**config.mk**
```make
export PLATFORM = sky130hd
export DESIGN_NAME = bpu_pcgen
export DESIGN_NICKNAME = d
export VERILOG_FILES = /design/src/rtl/bpu_pcgen.sv
export SDC_FILE = /design/constraint.sdc
export NUM_CORES = 2
export LEC_CHECK = 0
export CAP_MARGIN = 20
export CORE_MARGIN = 3
export CORE_UTILIZATION = 30
export DETAILED_ROUTE_END_ITERATION = 8
export GPL_TIMING_DRIVEN = 0
export PLACE_DENSITY = 0.44
export SLEW_MARGIN = 20
export SYNTH_ARGS = -nofsm -noshare
export SYNTH_HDL_FRONTEND = slang
export SYNTH_SLANG_ARGS = --single-unit
```
**constraint.sdc**
```tcl
create_clock -name clk -period 5.05 [get_ports clk]
set_input_delay 0.505 -clock clk [delete_from_list [all_inputs] [get_ports clk]]
set_output_delay 0.505 -clock clk [all_outputs]
set_load 0.02 [all_outputs]
```
**src/rtl/bpu_pcgen.sv**
```systemverilog
// bpu_pcgen: fetch PC generator with a direct-mapped BTB and 2-bit counters.
// Redirects on EX-stage mispredicts and keeps a saturating mispredict count.
module bpu_pcgen #(
  parameter int XLEN = 32,
  parameter int BTB_ENTRIES = 16,
  parameter logic [XLEN-1:0] RESET_PC = '0,
  parameter logic [1:0] CNT_INIT = 2'b01
) (
  input  logic            clk,
  input  logic            rstn,
  input  logic            stallF,
  output logic [XLEN-1:0] pcF,
  output logic            predTakenF,
  output logic [XLEN-1:0] predTargetF,
  input  logic            resValidE,
  input  logic            resIsBranchE,
  input  logic            resTakenE,
  input  logic [XLEN-1:0] resPcE,
  input  logic [XLEN-1:0] resTargetE,
  input  logic            resPredTakenE,
  input  logic [XLEN-1:0] resPredTargetE,
  output logic            flushD,
  output logic            flushE,
  output logic [15:0]     mispredCnt
);
  localparam int IDXW = $clog2(BTB_ENTRIES);
  localparam int TAGW = XLEN - IDXW - 2;
  logic            valid   [BTB_ENTRIES];
  logic [TAGW-1:0] tag     [BTB_ENTRIES];
  logic [XLEN-1:0] target  [BTB_ENTRIES];
  logic            is_jump [BTB_ENTRIES];
  logic [1:0]      ctr     [BTB_ENTRIES];
  logic [IDXW-1:0] f_idx, r_idx;
  logic [TAGW-1:0] f_tag, r_tag;
  logic            f_hit, r_hit, mispred;
  logic [XLEN-1:0] pc_next;
  assign f_idx = pcF[IDXW+1:2];
  assign f_tag = pcF[XLEN-1:IDXW+2];
  assign r_idx = resPcE[IDXW+1:2];
  assign r_tag = resPcE[XLEN-1:IDXW+2];
  assign f_hit = valid[f_idx] && tag[f_idx] == f_tag;
  assign r_hit = valid[r_idx] && tag[r_idx] == r_tag;
  assign predTakenF = rstn && f_hit && (is_jump[f_idx] || ctr[f_idx][1]);
  assign predTargetF = f_hit ? target[f_idx] : pcF + XLEN'(4);
  assign mispred = resValidE && ((resTakenE != resPredTakenE) ||
                                 (resTakenE && resTargetE != resPredTargetE));
  assign flushD = mispred;
  assign flushE = mispred;
  always_comb
    pc_next = mispred    ? (resTakenE ? resTargetE : resPcE + XLEN'(4)) :
              stallF     ? pcF :
              predTakenF ? predTargetF : pcF + XLEN'(4);
  always_ff @(posedge clk or negedge rstn)
    if (!rstn) begin
      pcF <= RESET_PC;
      mispredCnt <= '0;
      for (int i = 0; i < BTB_ENTRIES; i++) begin
        valid[i] <= 1'b0;
        ctr[i] <= CNT_INIT;
      end
    end else begin
      pcF <= pc_next;
      if (mispred && mispredCnt != 16'hFFFF) mispredCnt <= mispredCnt + 16'd1;
      if (resValidE && r_hit) begin
        ctr[r_idx] <= resTakenE ? (ctr[r_idx] == 2'd3 ? 2'd3 : ctr[r_idx] + 2'd1)
                                : (ctr[r_idx] == 2'd0 ? 2'd0 : ctr[r_idx] - 2'd1);
        if (resTakenE) begin
          target[r_idx] <= resTargetE;
          is_jump[r_idx] <= !resIsBranchE;
        end
      end else if (resValidE && resTakenE) begin
        valid[r_idx] <= 1'b1;
        tag[r_idx] <= r_tag;
        target[r_idx] <= resTargetE;
        is_jump[r_idx] <= !resIsBranchE;
        ctr[r_idx] <= 2'b10;
      end
    end
endmodule

```
Word level (Yosys, flattened, before mapping)
Memory sizes are Yosys's and may differ from the RTL's.
Index checks and enable logic that the tools add are counted.
W data, S select, Z words.
{"block": "totals", "ram_bits": 944, "ff_bits": 96, "mem_count": 3, "wordCells": 114}
{"block": "op_classes", "magnitude_cmp": 3, "n_bitwise": 9, "n_addsub": 5, "muxes": 35, "n_eq_ne": 7, "n_reduce_logical": 18}
{"memory": "target", "words": 16, "width": 32, "rd": 1, "rd_ports_with_merged_regs": 0, "write_ports": 1, "line": "30", "text": "logic [XLEN-1:0] target [BTB_ENTRIES];"}
{"memory": "tag", "words": 16, "width": 26, "rd": 2, "rd_ports_with_merged_regs": 0, "write_ports": 1, "line": "29", "text": "logic [TAGW-1:0] tag [BTB_ENTRIES];"}
{"memory": "is_jump", "words": 16, "width": 1, "rd": 1, "rd_ports_with_merged_regs": 0, "write_ports": 1, "line": "31", "text": "logic is_jump [BTB_ENTRIES];"}
{"op": "$mux W32", "n": 8}
{"op": "$add A32 B3 Y32 const B", "n": 2}
{"op": "$eq A26 B26 Y1", "n": 2}
{"op": "$bwmux W32", "n": 1}
{"op": "$ne A32 B32 Y1", "n": 1}
{"op": "$or A16 B16 Y16", "n": 2}
{"op": "$add A16 B1 Y16 const B", "n": 1}
{"op": "$and A16 B16 Y16", "n": 1}
{"op": "$bmux W2 S4", "n": 2}
{"op": "$mux W2", "n": 8}
{"op": "$ne A16 B16 Y1 const B", "n": 1}
{"op": "$not A16 Y16", "n": 1}
{"op": "$logic_and A1 B1 Y1", "n": 12}
{"op": "$mux W1", "n": 12}
{"op": "$ge A5 B5 Y1 const B", "n": 2}
{"op": "$not A4 Y5", "n": 2}
{"op": "$bmux W1 S4", "n": 2}
{"op": "$demux W2 S4", "n": 1}
{"op": "$lt A5 B1 Y1 const B", "n": 1}
{"op": "$demux W1 S4", "n": 1}
{"op": "$add A2 B1 Y2 const B", "n": 1}
{"op": "$eq A2 B2 Y1 const B", "n": 1}
{"op": "$logic_not A2 Y1", "n": 1}
{"op": "$logic_or A1 B1 Y1", "n": 2}
{"op": "8 further kinds", "n": 9}

Logic depth before layout (Yosys ltp)
{"block": "logic_depth", "ltp_word": 10, "depth_mapped": 17}

Worst setup path after synthesis
No wires, ideal clock.
{"block": "synth_path", "path_kind": "input to register", "start": "in resPcE[2]", "end": "mem tag[2][0] (netlist name), enable pin", "t_arrival_ns": 3.990, "setup_time_ns": 0.409, "setup_slack_ns": 0.651, "cell_stages": 13, "cell_sequence": "buf_6 buf_6 buf_4 buf_2 mux4_2 a211oi_1 a21oi_1 xnor2_1 nand3_1 or4_1 nand3_1 buf_4 nor2_1"}
{"block": "synth_via", "elab_chain_len": 9, "word_cells_on_any_way": 11}
{"item": "start, declared", "line": "18", "text": "input logic [XLEN-1:0] resPcE,"}
{"item": "branches (longest 9 deep; another with $mem_v2 Z16 W26)"}
{"item": "end, declared", "line": "29"}
Several ways; the timed one is not identified. The select of a mux whose other input is x is not followed.

Worst setup path after layout
{"block": "layout_path", "start": "reg pcF[2]", "end": "out predTargetF[10]"}
{"block": "layout_via", "elab_chain_len": 6, "word_cells_on_any_way": 10}
{"item": "start, declared", "line": "12", "text": "output logic [XLEN-1:0] pcF,"}
{"item": "start signal, assigned", "line": "62", "text": "pcF <= pc_next;"}
{"item": "branches (longest 5 deep; another with $add A32 B3 Y32)"}
{"item": "$mux W32 (*)", "line": "44", "text": "assign predTargetF = f_hit ? target[f_idx] : pcF + XLEN'(4);"}
{"item": "end, declared", "line": "14", "text": "output logic [XLEN-1:0] predTargetF,"}
Every way passes the cells marked *. The select of a mux whose other input is x is not followed.

==> impl_metrics.tcl <==
set metrics [dict create \
    tns_ns -7.36 \
    ys_types 84 \
    finalWirelength_microns 208000 \
    synth_seq_area_share_pct 64.3 \
    antenna_left 0 \
    finalCritPeriodShare_pct 106 \
    outcome "finished with violations" \
    max-clock-path-buffers 3 \
    switching_share_pct 31.2 \
    path_cells "buf_12 > buf_16 > mux4_2 > nor2_4 > nor4_2 > nor4_2 > nand4_1 > or4_4 > nor4_4 > buf_6 > buf_12 > buf_12 > mux2_4 > buf_6" \
    postPlaceCellArea_sq_mm 0.0541 \
    hp-class "in2async" \
    grt_pass1_wl_microns 279000 \
    port_buffers 182 \
    power_frac_comb_pct 24.5 \
    reg2reg_slack_ns 0.37 \
    grt.total_usage_pct 25.1 \
    num_io_pins 186 \
    p_per_area_mw_per_mm2 402 \
    cpPeakStageDelay_ns 0.63 \
    synth-async-reset-ratio_pct 9.23 \
    power_frac_seq_pct 40.7 \
    critPathTopFamily "simple AND/OR/NAND/NOR gates" \
    fin_ws_ns -0.302 \
    first_iter_violations 3956 \
    die_width_microns 406 \
    cp_num_buf_inv 6 \
    drv_cap 0 \
    cts.sinks 1040 \
    final_cells 5388 \
    reg2reg_to "tag[3][23]" \
    critPathCaptureType "primary output" \
    nFillCells 14500 \
    grt_use_met2_pct 40.5 \
    gp_congestion 0.970 \
    drc 0 \
    clkLatencyLatePin_ns 0.76 \
    synth_area_sq_mm 0.0479 \
    peakVddDrop_v 0.000328 \
    rsz0062_at_grt "true" \
    layout-drive-gt1-share_pct 31.8 \
    synth_ff_type "edfxtp_1" \
    core_area_sq_mm 0.157 \
    worst_pin_slew_ns 1.19 \
    crit_fanout 8 \
    cp_slowest_cell "mux4_2" \
    dieArea_sq_mm 0.164 \
    arrival_ns 4.85 \
    floorplan.initialDensity_pct 30.4 \
    max_slew_margin_pct 20.4 \
    reg2reg_depth 12 \
    path_class "reg2out" \
    syn_nets 2904 \
    finalSetupViolations 33 \
    crit_required_ns 4.55 \
    grt_max_degree 64 \
    timing.fmax_mhz 187 \
    internal_power_w 0.0166 \
    htree_levels 3 \
    grt_pass1_vias 31000 \
    skew_ns 0.0440 \
    min_period_ns 5.35 \
    met3_usage_pct 4.70 \
    std_cell_rows 145 \
    timing.rr.start "tag[2][8]" \
    netlist_instances 2795 \
    dp_slack_ns -2.17 \
    final-hold-violation-count 0 \
    cts_inserted_buffers 116 \
    cts_root_buf "clkbuf_16" \
    place_inst 5101 \
    globalRouteOverflowTotal 0 \
    dr.pass1.iters 6 \
    avgViaCountPerCell 5.75 \
    path_common_cell "buf_12" \
    grt.busiest_layer "met2" \
    p_switching_w 0.00752 \
    post_drt_wl_per_cell_microns 38.7 \
    ys_seq_elements 1040 \
    holdWs_ns 0.258 \
    die_y_microns 406 \
    hpwl_microns 151000 \
    syn2layout_area_growth_pct 25.5 \
    clk_pin_slew_ns 0.07 \
    crit_path_start_kind "register" \
    vias 31000 \
    failed_checks "setup timing" \
    synthTopCellsByArea "edfxtp_1, mux4_2, dfrtp_1" \
    cts_tree "done" \
    synth_edf_count 944 \
    synth_area_leader_cell "edfxtp_1" \
    antenna_found_initial 9 \
    synth_top_area_share_pct 59.2 \
    yosys_warnings 0 \
    finalMaxSlewViolations 0 \
    avgSynthCellArea_sq_um 17.1 \
    grt_util_met1_pct 33.9 \
    p_clk_share_pct 34.8 \
    design_area_sq_mm 0.0601 \
    nets 3335 \
    p_leak_nw 19.6 \
]
-- synthesized netlist by cell type, drive strengths merged (33+ instances only) --
library cell,n
nor3,46
nand2,125
mux2i,154
mux2,56
a21oi,42
dfrtp,80
xnor2,72
mux4,349
o21ai,83
nand3,62
nor2,122
buf,108
xor2,62
clkbuf,82
edfxtp,944
inv,33
-- through the flow --
| step | total power [W] | util [%] |
|---|---|---|
| after CTS | 0.0241 | 37.9 |
| after global placement | 0.0151 | 33.2 |
| after floorplan | 0.0125 | - |
| after global routing | 0.0248 | 38.1 |
| after detailed placement | 0.0152 | 34.3 |
| final | 0.0241 | 38.2 |
-- how the worst max path moves through the flow --
stage,startpoint,end,cells after the start
3_5_place_dp,pcF[5],predTargetF[18],14
2_1_floorplan,resPcE[2],tag[2][0],13
4_1_cts,pcF[2],predTargetF[31],14
3_3_place_gp,rstn,target[13][27],4
6_report,pcF[2],predTargetF[10],14
5_1_grt,pcF[2],predTargetF[10],16
-- repair_timing --
action,CTS,global route
pin swaps,20,24
hold buffers,1,0
setup buffers,43,22
cloned,5,1
resized for setup,539,74
endpoints found under the hold margin,36,0
endpoints found under the setup margin,531,105
-- cell usage in the layout (no fill, tap or decap), types with 18 or more instances in the layout --
cell,instances
mux2_4,18
o21ai_0,60
nor2_4,38
clkinv_2,24
clkbuf_16,118
clkinv_1,20
nor2_1,82
buf_16,41
buf_6,61
nand4_1,30
mux4_2,349
clkbuf_2,25
dfrtp_1,76
xnor2_1,67
mux2i_1,137
buf_12,54
o22ai_1,20
a21oi_1,41
clkbuf_1,75
xor2_1,61
clkdlybuf4s50_1,139
nand3_1,58
nand2_1,112
buf_4,75
edfxtp_1,944
mux2_2,38
buf_2,23
inv_1,30
nor3_1,41
-- power by group through the flow --
stage	logic, W	registers, W	clock network (W)
after global routing	0.00608	0.00982	0.00894
after global placement	0.00515	0.00997	0
final	0.00591	0.00981	0.00840
after detailed placement	0.00520	0.00998	0
after CTS	0.00572	0.00980	0.00858
after floorplan	0.00262	0.00993	0
-- metal layers --
| layer | vias up | wire length, microns |
|---|---|---|
| li1 | 12300 | - |
| met1 | 16800 | 86400 |
| met2 | 1524 | 97900 |
| met3 | 322 | 15100 |
| met4 | 2 | 9010 |
| met5 | - | 13 |
-- kinds of logic (layout without fill, tap and decap cells) --
family | Yosys count | after routing | share of synthesized area (%)
flip-flops | 1040 | 1040 | 64.3
multiplexers | 559 | 559 | 21.0
AND/OR/NAND/NOR | 491 | 491 | 5.07
AO/OA/AOI/OAI | 339 | 339 | 4.86
buffers and inverters | 225 | 757 | 2.22
XOR/XNOR | 134 | 134 | 2.45
adder cells (fa/ha/maj) | 7 | 7 | 0.178
other | 0 | 3 | 0
-- sequential cells by signal, summed over array words and instances (netlist names) --
register    count
target        512
tag           416
is_jump        16
ctr            32
valid          16
mispredCnt     16
pcF            32
-- cell type report --
type                            count  area [sq um]  area share [%]
Clock buffer                      152          3100            5.16
Clock inverter                     67           659            1.10
Antenna cell                        3          7.51          0.0125
Inverter                           35           144           0.239
Timing Repair Buffer              317          4070            6.78
Tap cell                         2058          2570            4.29
Multi-Input combinational cell   1530         17100            28.5
Buffer                            186          1600            2.67
Sequential cell                  1040         30800            51.2
Note: power is estimated with default switching activity, not from simulation.
